**src/rtl/ofs_plat_utils_ccip_c0_rd_arbiter.sv**
```systemverilog
// Round-robin sharing of one CCI-P c0 read channel by two requesters, with exact outstanding-line credit.
// Grant -> c0Tx one cycle later; c0Rx -> rsp0/rsp1 one cycle later; ready drops on almost-full or lack of line credit.
module ofs_plat_utils_ccip_c0_rd_arbiter #(
    parameter int MAX_ACTIVE_LINES = 512,
    parameter int CNT_WIDTH        = 10
) (
    input  logic                 clk,
    input  logic                 reset,
    input  logic                 req0_valid,
    input  logic [73:0]          req0_hdr,
    output logic                 req0_ready,
    input  logic                 req1_valid,
    input  logic [73:0]          req1_hdr,
    output logic                 req1_ready,
    input  logic                 c0TxAlmFull,
    output logic [74:0]          c0Tx,
    input  logic [542:0]         c0Rx,
    output logic [542:0]         rsp0,
    output logic [542:0]         rsp1,
    output logic [CNT_WIDTH-1:0] active_lines
);

    localparam int                CW1        = CNT_WIDTH + 1;
    localparam logic [CW1-1:0]    LIMIT      = CW1'(MAX_ACTIVE_LINES);
    localparam logic [3:0]        RSP_RDLINE = 4'h0;

    logic [CNT_WIDTH-1:0] r_active;
    logic                 r_last;
    logic [74:0]          r_tx;
    logic [542:0]         r_rsp0;
    logic [542:0]         r_rsp1;

    logic [CNT_WIDTH-1:0] w_len0;
    logic [CNT_WIDTH-1:0] w_len1;
    logic                 w_elig0;
    logic                 w_elig1;
    logic                 w_grant0;
    logic                 w_grant1;
    logic                 w_grant;
    logic [73:0]          w_tx_hdr;
    logic [CNT_WIDTH-1:0] w_add;
    logic [CNT_WIDTH-1:0] w_sum;
    logic [CNT_WIDTH-1:0] w_next;
    logic                 w_rd_rsp;
    logic                 w_underflow;
    logic                 w_tag;
    logic [27:0]          w_rx_hdr;

    // cl_len encodes 1, 2 or 4 lines as 0, 1, 3
    assign w_len0 = CNT_WIDTH'(req0_hdr[69:68]) + CNT_WIDTH'(1);
    assign w_len1 = CNT_WIDTH'(req1_hdr[69:68]) + CNT_WIDTH'(1);

    assign w_elig0 = req0_valid && !c0TxAlmFull && (({1'b0, r_active} + {1'b0, w_len0}) <= LIMIT);
    assign w_elig1 = req1_valid && !c0TxAlmFull && (({1'b0, r_active} + {1'b0, w_len1}) <= LIMIT);

    assign w_grant0 = w_elig0 && (!w_elig1 || r_last);
    assign w_grant1 = w_elig1 && (!w_elig0 || !r_last);
    assign w_grant  = w_grant0 || w_grant1;

    assign req0_ready = w_grant0;
    assign req1_ready = w_grant1;

    always_comb begin
        w_tx_hdr     = w_grant1 ? req1_hdr : req0_hdr;
        w_tx_hdr[15] = w_grant1;
    end

    // Credit returns on the response's arrival cycle, so grant and return net out in one step
    assign w_rd_rsp    = c0Rx[2] && (c0Rx[534:531] == RSP_RDLINE);
    assign w_add       = w_grant0 ? w_len0 : (w_grant1 ? w_len1 : '0);
    assign w_sum       = r_active + w_add;
    assign w_underflow = w_rd_rsp && (w_sum == '0);
    assign w_next      = (w_rd_rsp && !w_underflow) ? (w_sum - CNT_WIDTH'(1)) : w_sum;

    assign w_tag = c0Rx[530];

    always_comb begin
        w_rx_hdr = c0Rx[542:515];
        if (w_rd_rsp) begin
            w_rx_hdr[15] = 1'b0;
        end
    end

    always_ff @(posedge clk or posedge reset) begin
        if (reset) begin
            r_active <= '0;
            r_last   <= 1'b1;
            r_tx     <= '0;
            r_rsp0   <= '0;
            r_rsp1   <= '0;
        end else begin
            r_active <= w_next;
            if (w_grant) begin
                r_last <= w_grant1;
                r_tx   <= {1'b1, w_tx_hdr};
            end else begin
                r_tx[74] <= 1'b0;
            end
            // MMIO and non-read responses always belong to port 0
            r_rsp0 <= {w_rx_hdr, c0Rx[514:3], c0Rx[2] && !(w_rd_rsp && w_tag), c0Rx[1:0]};
            r_rsp1 <= {w_rx_hdr, c0Rx[514:3], w_rd_rsp && w_tag, 2'b00};
            assert (!w_underflow)
                else $warning("read response with no outstanding lines; count held at 0");
        end
    end

    assign c0Tx         = r_tx;
    assign rsp0         = r_rsp0;
    assign rsp1         = r_rsp1;
    assign active_lines = r_active;

endmodule

```
**config.mk**
```make
export PLATFORM = sky130hd
export DESIGN_NAME = ofs_plat_utils_ccip_c0_rd_arbiter
export DESIGN_NICKNAME = d
export VERILOG_FILES = /design/src/rtl/ofs_plat_utils_ccip_c0_rd_arbiter.sv
export SDC_FILE = /design/constraint.sdc
export NUM_CORES = 1
export LEC_CHECK = 0
export ABC_CLOCK_PERIOD_IN_PS = 54200
export BUFFER_PORTS_ARGS = -buffer_cell sky130_fd_sc_hd__buf_2
export CORE_AREA = 2 2 738 740
export DETAILED_ROUTE_END_ITERATION = 10
export DIE_AREA = 0 0 740 742
export PLACE_DENSITY_LB_ADDON = 0.12
export SLEW_MARGIN = 20
export SYNTH_ARGS = -nofsm -noshare
export SYNTH_HDL_FRONTEND = slang
export SYNTH_SLANG_ARGS = --single-unit
```
**constraint.sdc**
```tcl
create_clock -name clk -period 54.2 [get_ports clk]
set_input_delay 2.71 -clock clk [delete_from_list [all_inputs] [get_ports clk]]
set_output_delay 2.71 -clock clk [all_outputs]
set_load 0.02 [all_outputs]
```
# Word-level counts from Yosys, hierarchy flattened

Index checks and enable logic that the tools add are counted.

Reduce and logical (&&, ||, !) cells: 22
Muxes and demuxes: 6
Add/sub/neg operators: 6
Magnitude comparators: 2

Operators with widths:

| cell                  | number |
|---|---|
| $mux 74               | 1 |
| $add 10x3->11         | 2 |
| $le 11x10->1 const B  | 2 |
| $logic_and 1x1->1     | 11 |
| $add 10x3->10         | 1 |
| $logic_not 10->1      | 1 |
| $mux 10               | 1 |
| $sub 10x1->10 const B | 1 |
| $add 2x1->3 const B   | 2 |
| $logic_not 1->1       | 6 |
| $mux 3                | 2 |
| $logic_not 4->1       | 1 |
| $logic_or 1x1->1      | 3 |
| $mux 1                | 2 |

Input bits: 696
Bits in registers: 1170
Logic and storage cells: 42
Output and inout bits: 1173

# Logic depth before layout (Yosys ltp)

Gate-level depths: netlist (run 1).

Depth in word-level cells: 15
Depth in mapped cells: 25
Mapped depth without buffers: 21

# Least setup slack after synthesis (run 1)

OpenSTA, ideal clock, no wires.

Path kind: input port to output port
Start: input port req1_hdr[68]
End: output port req1_ready
Path slack: 46.401 ns
Data required time: 51.490 ns
Stages on the path: 13
Buffers on the path: 3
Arrival: 5.089 ns
Cell sequence: ha_1 > inv_1 > fa_1 > inv_1 > a211oi_1 > nor4bb_1 > a32oi_1 > or2_1 > a31o_1 > buf_2 > buf_4 > buf_4 > inv_1

Cells in the longest elaborated chain, start to end: 5

RTL lines:

| what              | RTL line | source |
|---|---|---|
| start, declared   | 13       | `input logic [73:0] req1_hdr,` |
| $add 2x1->3       | 51       | `assign w_len1 = CNT_WIDTH'(req1_hdr[69:68]) + CNT_WIDTH'(1);` |
| $add 10x3->11     | 54       | `assign w_elig1 = req1_valid && !c0TxAlmFull && (({1'b0, r_active} + {1'b0, w_len1}) <= LIMIT);` |
| $le 11x10->1      | 54       |  |
| $logic_and 1x1->1 | 54       |  |
| $logic_and 1x1->1 | 57       | `assign w_grant1 = w_elig1 && (!w_elig0 \|\| !r_last);` |
| end, declared     | 14       | `output logic req1_ready,` |

No other way between the ends.

# Final worst setup path (run 1)

Start: input port req0_hdr[68]
End: output port req1_ready

Cells in the longest elaborated chain, start to end: 7

RTL lines:

| what              | RTL line | source |
|---|---|---|
| start, declared   | 10       | `input logic [73:0] req0_hdr,` |
| $add 2x1->3       | 50       | `assign w_len0 = CNT_WIDTH'(req0_hdr[69:68]) + CNT_WIDTH'(1);` |
| $add 10x3->11     | 53       | `assign w_elig0 = req0_valid && !c0TxAlmFull && (({1'b0, r_active} + {1'b0, w_len0}) <= LIMIT);` |
| $le 11x10->1      | 53       |  |
| $logic_and 1x1->1 | 53       |  |
| $logic_not 1->1   | 57       |  |
| $logic_or 1x1->1  | 57       |  |
| $logic_and 1x1->1 | 57       |  |

No other way between the ends.

==> impl_metrics.yaml, run 1 <==
run_status:
  status: "completed"
clock_tree:
  insertion_delay_ps: 870
  cts_buffer_depth: 4
  cts_hold_repair.buffers: 0
  ctsResizeCount: 0
  cts_tree: "built"
  path_clk_slew_ps: 50
  cts_sinks: 630
  cts_buffers: 100
  htree_num_levels: 3
  cts_setup_buffers: 0
  cts_root_buf: "clkbuf_16"
timing:
  tightestPinTransition_ps: 896
  setup-tns-final_ps: 0
  postLayoutSetupSlackWorst_ps: 45390
  skew_ps: 84.4
  hold_viol_final: 0
  rsz0062_at_grt: "false"
  setup_viol: 0
  drv_slew: 0
  fin_crit_ps: 8810
  fin_crit_sh_pct: 16.3
  relSlewSlack_pct: 40.3
  clock.fmax_mhz: 114
power:
  seq_power_share_pct: 35.0
  fin_total_pwr_w: 0.00161
  p_sw_share_pct: 37.7
  ir_drop_mv: 0.0250
  p_per_area_mw_per_mm2: 40.0
  clkPwrFrac_pct: 40.9
  p_int_w: 0.00100
  p_leak_nw: 17.1
  switchingPower_w: 0.000607
  pwr-share-comb_pct: 24.0
synth:
  synth_top_area_share_pct: 69.6
  yosys.area.top_type: "dfrtp_1"
  synth_cells: 1552
  ys.flop_type: "dfrtp_1"
  syn-cell-area_mm2: 0.0226
  yosysSeqAreaShare_pct: 69.7
  async_reset_ff_share_pct: 100
  synth-seq-cells: 630
  yosysWarnings: 0
  synth_edf_count: 0
  syn_area_per_cell_um2: 14.6
  yosysUniqueCellTypes: 58
  synth_area_leaders: "dfrtp_1 (70%), buf_4 (18%), o221a_2 (3.3%), or3_1 (2.1%), ha_1 (0.72%)"
route:
  num_vias: 19159
  first_pass_iters: 5
  drt-wirelength-per-cell_um: 30.6
  vias_per_cell: 1.86
  finalWirelength_mm: 315
  drtIter0Drc: 1124
  drc_errors: 0
  ant_nets: 0
critical_path:
  path_cells: "buf_2 > ha_1 > inv_1 > fa_1 > nand2b_1 > o21ai_0 > a31oi_1 > o41ai_2 > a31o_4 > buf_4 > inv_1 > buf_2"
  crit_type: "primary input to output port"
  end_kind: "output port"
  arrival_ps: 6100
  crit_fanout: 28
  required_ps: 51490
  cpPeakStageDelay_ps: 610
  r2r_cells: 20
  cp_slowest_cell: "o41ai_2"
  crit_path_start_kind: "primary input"
floorplanning:
  start_util_pct: 4.17
  ioPinCount: 1869
  dieWidth_um: 740
  die_y_um: 742
  dieArea_mm2: 0.549
  std_cell_rows: 271
  fp.coreArea_mm2: 0.542
placed_design:
  placed_cell_area_mm2: 0.0369
  place_ws_ps: 45070
  io_buffer_count: 1864
  hpwl_mm: 288
  place_congestion: 0.931
hold_path:
  holdPathStages: 2
  worst_hold_path_type: "register to register"
global_route:
  grt_first_pass_wirelength_mm: 362
  grt_max_degree: 74
  overflow: 0
  grt_pass1_vias: 20290
  groute.usage.overall_pct: 11.0
  antenna_found_initial: 137
cells_and_area:
  layout_common_cells: "buf_2 (1864), dfrtp_1 (629), clkbuf_16 (100), or3_1 (75), o221a_2 (67)"
  nets: 3667
  layout_commonest_cell: "buf_2"
  area_growth_pct: 77.7
  multi_input_area_mm2: 0.00252
  seqCellArea_mm2: 0.0158
  fillers: 63539
  drive_gt1_share_pct: 69.7
  final_area_mm2: 0.0402
job:
  cap_violations: 0
-- cell families after synthesis --
logic type / count (synthesis) / synth area share (%)
mux: 3 / 0.133
buf+inv: 603 / 19.3
xor+xnor: 15 / 0.581
simple gates: 157 / 3.91
other cells: 1 / 0.0166
flops: 630 / 69.7
compound gates: 127 / 5.35
fa+ha+maj: 16 / 0.985
-- flip-flops by register name (all words and copies together), names as in the netlist --
signal	cells
r_last	1
rsp1	2
c0Tx	75
rsp0	542
active_lines	10
-- power by group through the flow --
stage          Combinational (W)  Clock, W  Sequential [W]
2_1_floorplan           0.000149         0        0.000607
3_3_place_gp            0.000407         0        0.000572
3_5_place_dp            0.000403         0        0.000572
4_1_cts                 0.000403  0.000701        0.000566
5_1_grt                 0.000420  0.000713        0.000570
6_report                0.000387  0.000659        0.000564
-- critical path: cells and delay by family --
family,cells,cell delay (ps)
AO/OA/AOI/OAI,4,1600
buffers and inverters,5,850
adder cells (fa/ha/maj),2,730
AND/OR/NAND/NOR,1,180
-- final timing paths --
path / start / slack (ps) / to
max: req0_hdr[68] / 45390 / req1_ready
min: c0Tx[15] / 480 / c0Tx[15]
max reg2reg: active_lines[1] / 47750 / active_lines[6]
min reg2reg: c0Tx[15] / 480 / c0Tx[15]
max in group asynchronous: reset / 48670 / rsp0[24]
min in group asynchronous: reset / 1920 / rsp0[49]
-- layout make-up --
| class | count | share of cell area [%] |
|---|---|---|
| Antenna cell | 50 | 0.311 |
| Clock buffer | 145 | 7.07 |
| Clock inverter | 31 | 0.819 |
| Inverter | 17 | 0.177 |
| Multi-Input combinational cell | 320 | 6.27 |
| Sequential cell | 630 | 39.2 |
| Tap cell | 7234 | 22.5 |
| Timing Repair Buffer | 1886 | 23.6 |
-- synth_stat cells, types with 2 or more instances --
master,number
ha_1,13
nor2_1,15
nor3_1,6
nor2b_1,5
nand2b_1,4
fa_1,3
mux2i_1,3
nand4_1,2
nand2_1,23
or2_2,2
xor2_1,4
buf_4,546
o21a_1,3
nand3_1,9
a21o_1,4
and2_1,3
or4_1,2
xnor2_1,11
a211oi_1,4
a31oi_1,4
buf_6,4
a21oi_1,9
o221a_1,6
or3_1,75
buf_2,20
o221a_2,67
or2_1,2
a2111oi_0,3
o211ai_1,4
clkbuf_1,16
inv_1,17
o21ai_0,9
dfrtp_1,629
-- stage by stage --
stage,hold WS [ps],util (%),instances
after floorplan,501,-,1553
after global placement,459,6.81,10087
after detailed placement,462,6.81,10087
after CTS,480,7.39,10263
after global routing,499,7.41,10296
final,483,7.41,10313
-- metal layers --
metal	wire [um]	track usage [%]
met1	121000	12.4
met2	131000	16.1
met3	55300	8.77
met4	7670	2.56
met5	492	0.227
No activity file was read; power rests on OpenSTA's default activity.
==> run 2, diff against run 1 <==
- ABC_AREA: default -> 1
- ABC_CLOCK_PERIOD_IN_PS: 54200 -> 8700
- CORE_AREA: 2 2 738 740 -> 2 2 724 726
- DIE_AREA: 0 0 740 742 -> 0 0 726 728
- clock period: 54.2 -> 8.7 ns (I/O delays scaled with it)
==> run 2 against run 1 <==
Against the previous run: routed wire length fell by 4.7%; synthesized area rose by 0.40%; highest routed layer unchanged; clock skew grew 2.1 ps; combinational power grew to 6.2 times the previous value; critical endpoint is now active_lines[6]; sequential cell count stayed put; first-iteration DRC count decreased by 1.6%.
==> impl_metrics.yaml, run 2 <==
placed_design:
  place_ws_ps: 2600
  placed_cell_area_mm2: 0.0366
  hpwl_mm: 268
  io_buffer_count: 1864
  place_congestion: 1.06
timing:
  clock.fmax_mhz: 175
  skew_ps: 86.5
  fin_crit_sh_pct: 65.5
  drv_slew: 0
  postLayoutSetupSlackWorst_ps: 3000
  hold_viol_final: 0
  tightestPinTransition_ps: 938
  setup_viol: 0
  fin_crit_ps: 5700
  setup-tns-final_ps: 0
  rsz0062_at_grt: "false"
  relSlewSlack_pct: 37.5
global_route:
  grt_max_degree: 106
  grt_first_pass_wirelength_mm: 354
  overflow: 0
  groute.usage.overall_pct: 10.9
  antenna_found_initial: 99
  grt_pass1_vias: 24073
cells_and_area:
  seqCellArea_mm2: 0.0158
  drive_gt1_share_pct: 53.0
  nets: 4554
  final_area_mm2: 0.0470
  fillers: 60867
  multi_input_area_mm2: 0.00250
  fin_util_pct: 9.04
  layout_common_cells: "buf_2 (1864), dlygate4sd3_1 (685), dfrtp_1 (629), nand2_1 (157), clkbuf_16 (103)"
  area_growth_pct: 107
  layout_commonest_cell: "buf_2"
  largest_reg_flops: 542
route:
  met3_length_mm: 47.2
  ant_nets: 0
  num_vias: 22186
  wl_met1_mm: 109
  dr_wl_met2_mm: 136
  drc_errors: 0
  first_pass_iters: 5
  finalWirelength_mm: 301
  vias_per_cell: 2.03
  drt-wirelength-per-cell_um: 27.5
  drtIter0Drc: 1106
  top_layer: "met5"
floorplanning:
  start_util_pct: 4.37
  std_cell_rows: 265
  ioPinCount: 1869
  dieWidth_um: 726
  die_y_um: 728
  dieArea_mm2: 0.529
  fp.coreArea_mm2: 0.520
clock_tree:
  cts_sinks: 630
  htree_num_levels: 3
  cts_hold_repair.buffers: 685
  cts_tree: "built"
  path_clk_slew_ps: 50
  cts_root_buf: "clkbuf_16"
  cts_buffers: 103
  insertion_delay_ps: 850
  ctsResizeCount: 0
  cts_setup_buffers: 0
  cts_buffer_depth: 4
synth:
  synth_edf_count: 0
  synth_area_leaders: "dfrtp_1 (69%), buf_4 (18%), nand2_1 (2.6%), nor2_1 (1.5%), a21oi_1 (1.4%)"
  synth.most_common_cell: "dfrtp_1"
  synth_cells: 1747
  yosys.area.top_type: "dfrtp_1"
  ys.flop_type: "dfrtp_1"
  yosysWarnings: 0
  async_reset_ff_share_pct: 100
  synth_top_area_share_pct: 69.3
  synth-seq-cells: 630
  syn-cell-area_mm2: 0.0227
  yosysSeqAreaShare_pct: 69.4
  yosysUniqueCellTypes: 32
  syn_area_per_cell_um2: 13.0
  yosys-top-cells-count: "dfrtp_1 (629), buf_4 (545), nand2_1 (157)"
critical_path:
  crit_fanout: 37
  arrival_ps: 6360
  cpPeakStageDelay_ps: 560
  cp_slowest_cell: "dlygate4sd3_1"
  crit_type: "primary input to register"
  end_kind: "register"
  r2r_cells: 26
  critPathMostFrequentCell: "nand2_1"
  crit_path_start_kind: "primary input"
  required_ps: 9350
power:
  ir_drop_mv: 0.153
  p_leak_nw: 20.5
  fin_total_pwr_w: 0.0102
  p_per_area_mw_per_mm2: 216
job:
  cap_violations: 0
run_status:
  status: "completed"
hold_path:
  holdPathStages: 5
  worst_hold_path_type: "primary input to register"
==> run 2: stage by stage <==
stage / hold slack [ps] / cells
after global routing: 82.2 / 10892
final: 124 / 10925
after global placement: 502 / 9994
after detailed placement: 502 / 9994
after floorplan: 466 / 1748
after CTS: 3.49 / 10859
==> run 2: power breakdown <==
group / switching, W / total [W] / leakage, nW / internal [W]
Clock: 0.00173 / 0.00431 / 1.64 / 0.00258
Sequential: 0.000281 / 0.00344 / 7.29 / 0.00316
Combinational: 0.00161 / 0.00240 / 11.6 / 0.000790
Total: 0.00362 / 0.0102 / 20.5 / 0.00653
==> run 2: cell families (layout without fill, tap and decap cells) <==
logic type / Yosys count / in the layout / share of synthesized area, %
AOI/OAI and AO/OA: 154 / 154 / 3.59
xor gates and xnor gates: 20 / 20 / 0.771
adders and majority gates: 16 / 16 / 0.981
buffers and inverters: 624 / 2793 / 19.6
DFF: 630 / 630 / 69.4
other: 1 / 68 / 0.0165
and+or+nand+nor: 302 / 302 / 5.58
==> run 2: cell type report <==
cell class / count / share of cell area [%]
inverter: 47 / 0.383
tap: 6942 / 18.5
clock inverter: 37 / 0.953
sequential: 630 / 33.5
multi-input combinational: 494 / 5.32
antenna: 66 / 0.351
clock buffer: 143 / 6.18
timing repair buffer: 2566 / 34.8
==> run 2: final timing paths <==
path | end | startpoint | slack [ps]
setup reg to reg | active_lines[6] | active_lines[1] | 3010
hold / removal | c0Tx[68] | req0_hdr[68] | 120
hold reg to reg | r_last | r_last | 510
max in group asynchronous | rsp1[2] | reset | 6330
min in group asynchronous | rsp0[289] | reset | 300
setup / recovery | active_lines[6] | req1_hdr[68] | 3000
==> run 2: per-layer routing <==
| metal | track usage (%) | vias to the layer above |
|---|---|---|
| met2 | 17.2 | 1417 |
| met4 | 2.82 | 40 |
| met3 | 7.97 | 286 |
| met5 | 0.662 | - |
| li1 | - | 9252 |
| met1 | 11.4 | 11191 |
==> run 2: critical path, delay by kind of cell <==
family | cells | cell delay, ps
buffers and inverters | 5 | 1240
AO/OA/AOI/OAI | 1 | 450
adder cells (fa/ha/maj) | 3 | 1040
XOR/XNOR | 1 | 340
AND/OR/NAND/NOR | 19 | 2840
==> run 3, diff against run 2 <==
- ABC_AREA: 1 -> 0
- ABC_CLOCK_PERIOD_IN_PS: 8700 -> 4800
- CORE_AREA: 2 2 724 726 -> 2 2 719 721
- DIE_AREA: 0 0 726 728 -> 0 0 721 723
- clock period: 8.7 -> 4.8 ns (I/O delays scaled with it)
==> run 3 against run 2 <==
Against the previous run: the run now ends with negative setup slack left; routed wire length up 2.3%; combinational power rose by 140%; hold slack worse by 25 ps; count of clock-buffer cells in the layout is 6 higher; via count up 5.4%; sequential power up 86%; final cell count is 0.21% higher; critical path type is now register to register; critical endpoint unchanged; largest cell class unchanged; largest power group unchanged.
==> impl_metrics.yaml, run 3 (synthesized netlist as in run 1, its figures left out) <==
clock_tree:
  cts_root_buf: "clkbuf_16"
  cts_buffers: 100
  cts_tree: "built"
  cts_buffer_depth: 4
  insertion_delay_ps: 860
  cts_sinks: 630
  htree_num_levels: 3
  path_clk_slew_ps: 60
placed_design:
  place_congestion: 0.999
  io_buffer_count: 1864
  hpwl_mm: 274
  place_ws_ps: -712
route:
  first_pass_iters: 5
  drt-wirelength-per-cell_um: 28.1
  num_vias: 23375
  finalWirelength_mm: 308
  drtIter0Drc: 1267
  drc_errors: 0
  ant_nets: 0
  vias_per_cell: 2.14
power:
  ir_drop_mv: 0.281
  p_leak_nw: 21.8
  clkPwrFrac_pct: 37.8
  p_per_area_mw_per_mm2: 384
  p_int_w: 0.0123
  pwr-share-comb_pct: 29.2
  p_sw_share_pct: 36.7
  switchingPower_w: 0.00713
  seq_power_share_pct: 32.9
job:
  cap_violations: 0
floorplanning:
  die_y_um: 723
  dieArea_mm2: 0.521
  std_cell_rows: 264
  ioPinCount: 1869
  start_util_pct: 4.39
  fp.coreArea_mm2: 0.515
  dieWidth_um: 721
hold_path:
  worst_hold_path_type: "primary input to register"
  hold_end: "rsp0[228]"
  holdPathStages: 2
  hp-start: "c0Rx[228]"
critical_path:
  required_ps: 5460
  r2r_slack_ps: -10
  arrival_ps: 5480
  r2r_cells: 21
  crit_type: "register to register"
  r2r-end: "active_lines[6]"
  crit_path_start_kind: "register"
  crit_fanout: 3
  end_kind: "register"
  rr_startpoint: "active_lines[0]"
timing:
  relSlewSlack_pct: 28.6
  clock.fmax_mhz: 208
  fin_crit_ps: 4810
  hold_viol_final: 0
  holdWs_ps: 98.9
  setup_viol: 1
  tightestPinTransition_ps: 1070
  skew_ps: 74.1
  drv_slew: 0
  fin_crit_sh_pct: 100
  rsz0062_at_grt: "true"
  postLayoutSetupSlackWorst_ps: -14.3
cells_and_area:
  nets: 4751
  drive_gt1_share_pct: 54.4
  fillers: 59784
  area_growth_pct: 124
  layout_commonest_cell: "buf_2"
  largest_reg_flops: 542
  layout_common_cells: "buf_2 (1864), dlygate4sd3_1 (995), dfrtp_1 (628), clkbuf_16 (101), buf_4 (101)"
  seqCellArea_mm2: 0.0158
  multi_input_area_mm2: 0.00280
global_route:
  grt_max_degree: 107
  overflow: 0
  antenna_found_initial: 89
  groute.usage.overall_pct: 11.3
  grt_first_pass_wirelength_mm: 360
  grt_pass1_vias: 24776
run_status:
  violations: "negative setup slack"
  status: "complete, but fails checks"
## run 3: cell count changes in the layout (fill, tap and decap cells not counted), moves of 48 or more
cell           delta
dlygate4sd3_1   +310
nand2_1         -137
buf_4            +88
nor2_1           -76
or3_1            +74
o221a_2          +67
a21oi_1          -58
o21ai_0          -48
## run 3: power groups by stage
| stage | Combinational [W] | Sequential (W) | Clock [W] |
|---|---|---|---|
| 5_1_grt | 0.00611 | 0.00647 | 0.00794 |
| 3_5_place_dp | 0.00488 | 0.00650 | 0 |
| 4_1_cts | 0.00574 | 0.00643 | 0.00781 |
| 6_report | 0.00568 | 0.00641 | 0.00736 |
| 2_1_floorplan | 0.00168 | 0.00686 | 0 |
| 3_3_place_gp | 0.00495 | 0.00651 | 0 |
## run 3: metal layers
metal	wire length (um)	global-route usage [%]	share of wire [%]
met5	372	0.342	0.12
met4	9740	3.44	3.2
met3	47300	7.90	15
met2	134000	17.1	44
met1	116000	12.5	38
## run 3: layout make-up
class | count | share of cell area (%)
antenna | 54 | 0.267
clock buffer | 149 | 5.69
clock inverter | 25 | 0.534
inverter | 17 | 0.133
multi-input combinational | 320 | 5.53
sequential | 630 | 31.2
tap | 6783 | 16.8
timing repair buffer | 2970 | 39.9
## run 3: how the worst max path moves through the flow
| stage | start | to | slack, ps |
|---|---|---|---|
| after floorplan | reset | active_lines[0] | -4040 |
| after global placement | req0_hdr[68] | active_lines[6] | -780 |
| after detailed placement | req0_hdr[68] | active_lines[6] | -710 |
| after CTS | active_lines[0] | active_lines[6] | -90 |
| after global routing | active_lines[2] | active_lines[6] | -200 |
| final | active_lines[0] | active_lines[6] | -10 |
## run 3: timing repair
| item | in CTS | in global routing |
|---|---|---|
| buffers inserted | 4 | 4 |
| setup endpoints to repair | 10 | 10 |
| resized for setup | 33 | 31 |
| pin swaps | 5 | 7 |
| hold endpoints to repair | 840 | 0 |
| hold buffers | 995 | 0 |
## run 3: stage by stage
stage	TNS, ps	cell area, um2	std cells	util [%]	total power [W]
floorplan	-2545860	22600	1553	-	0.00854
global placement	-6450	37000	9717	7.19	0.0115
detailed placement	-5420	37000	9717	7.19	0.0114
CTS	-233	50300	10890	9.77	0.0200
global route	-588	50600	10930	9.83	0.0205
finish	-14.3	50600	10948	9.84	0.0195
## run 3: worst max-delay path, cell delays in order (launching register included)
cell      delay, ps
dfrtp_2         430
ha_4            150
inv_2            30
fa_2            350
nand2b_4        160
o21ai_4         130
a31oi_1         110
o41ai_2         370
buf_4           190
nand2_4          50
or3_4           420
o21ai_4          90
ha_4            170
fa_2            440
inv_2            90
ha_4            120
and2_4          140
nand4_1         100
a2111o_1        490
nand2_2         100
o221ai_1        110
or4_1           410
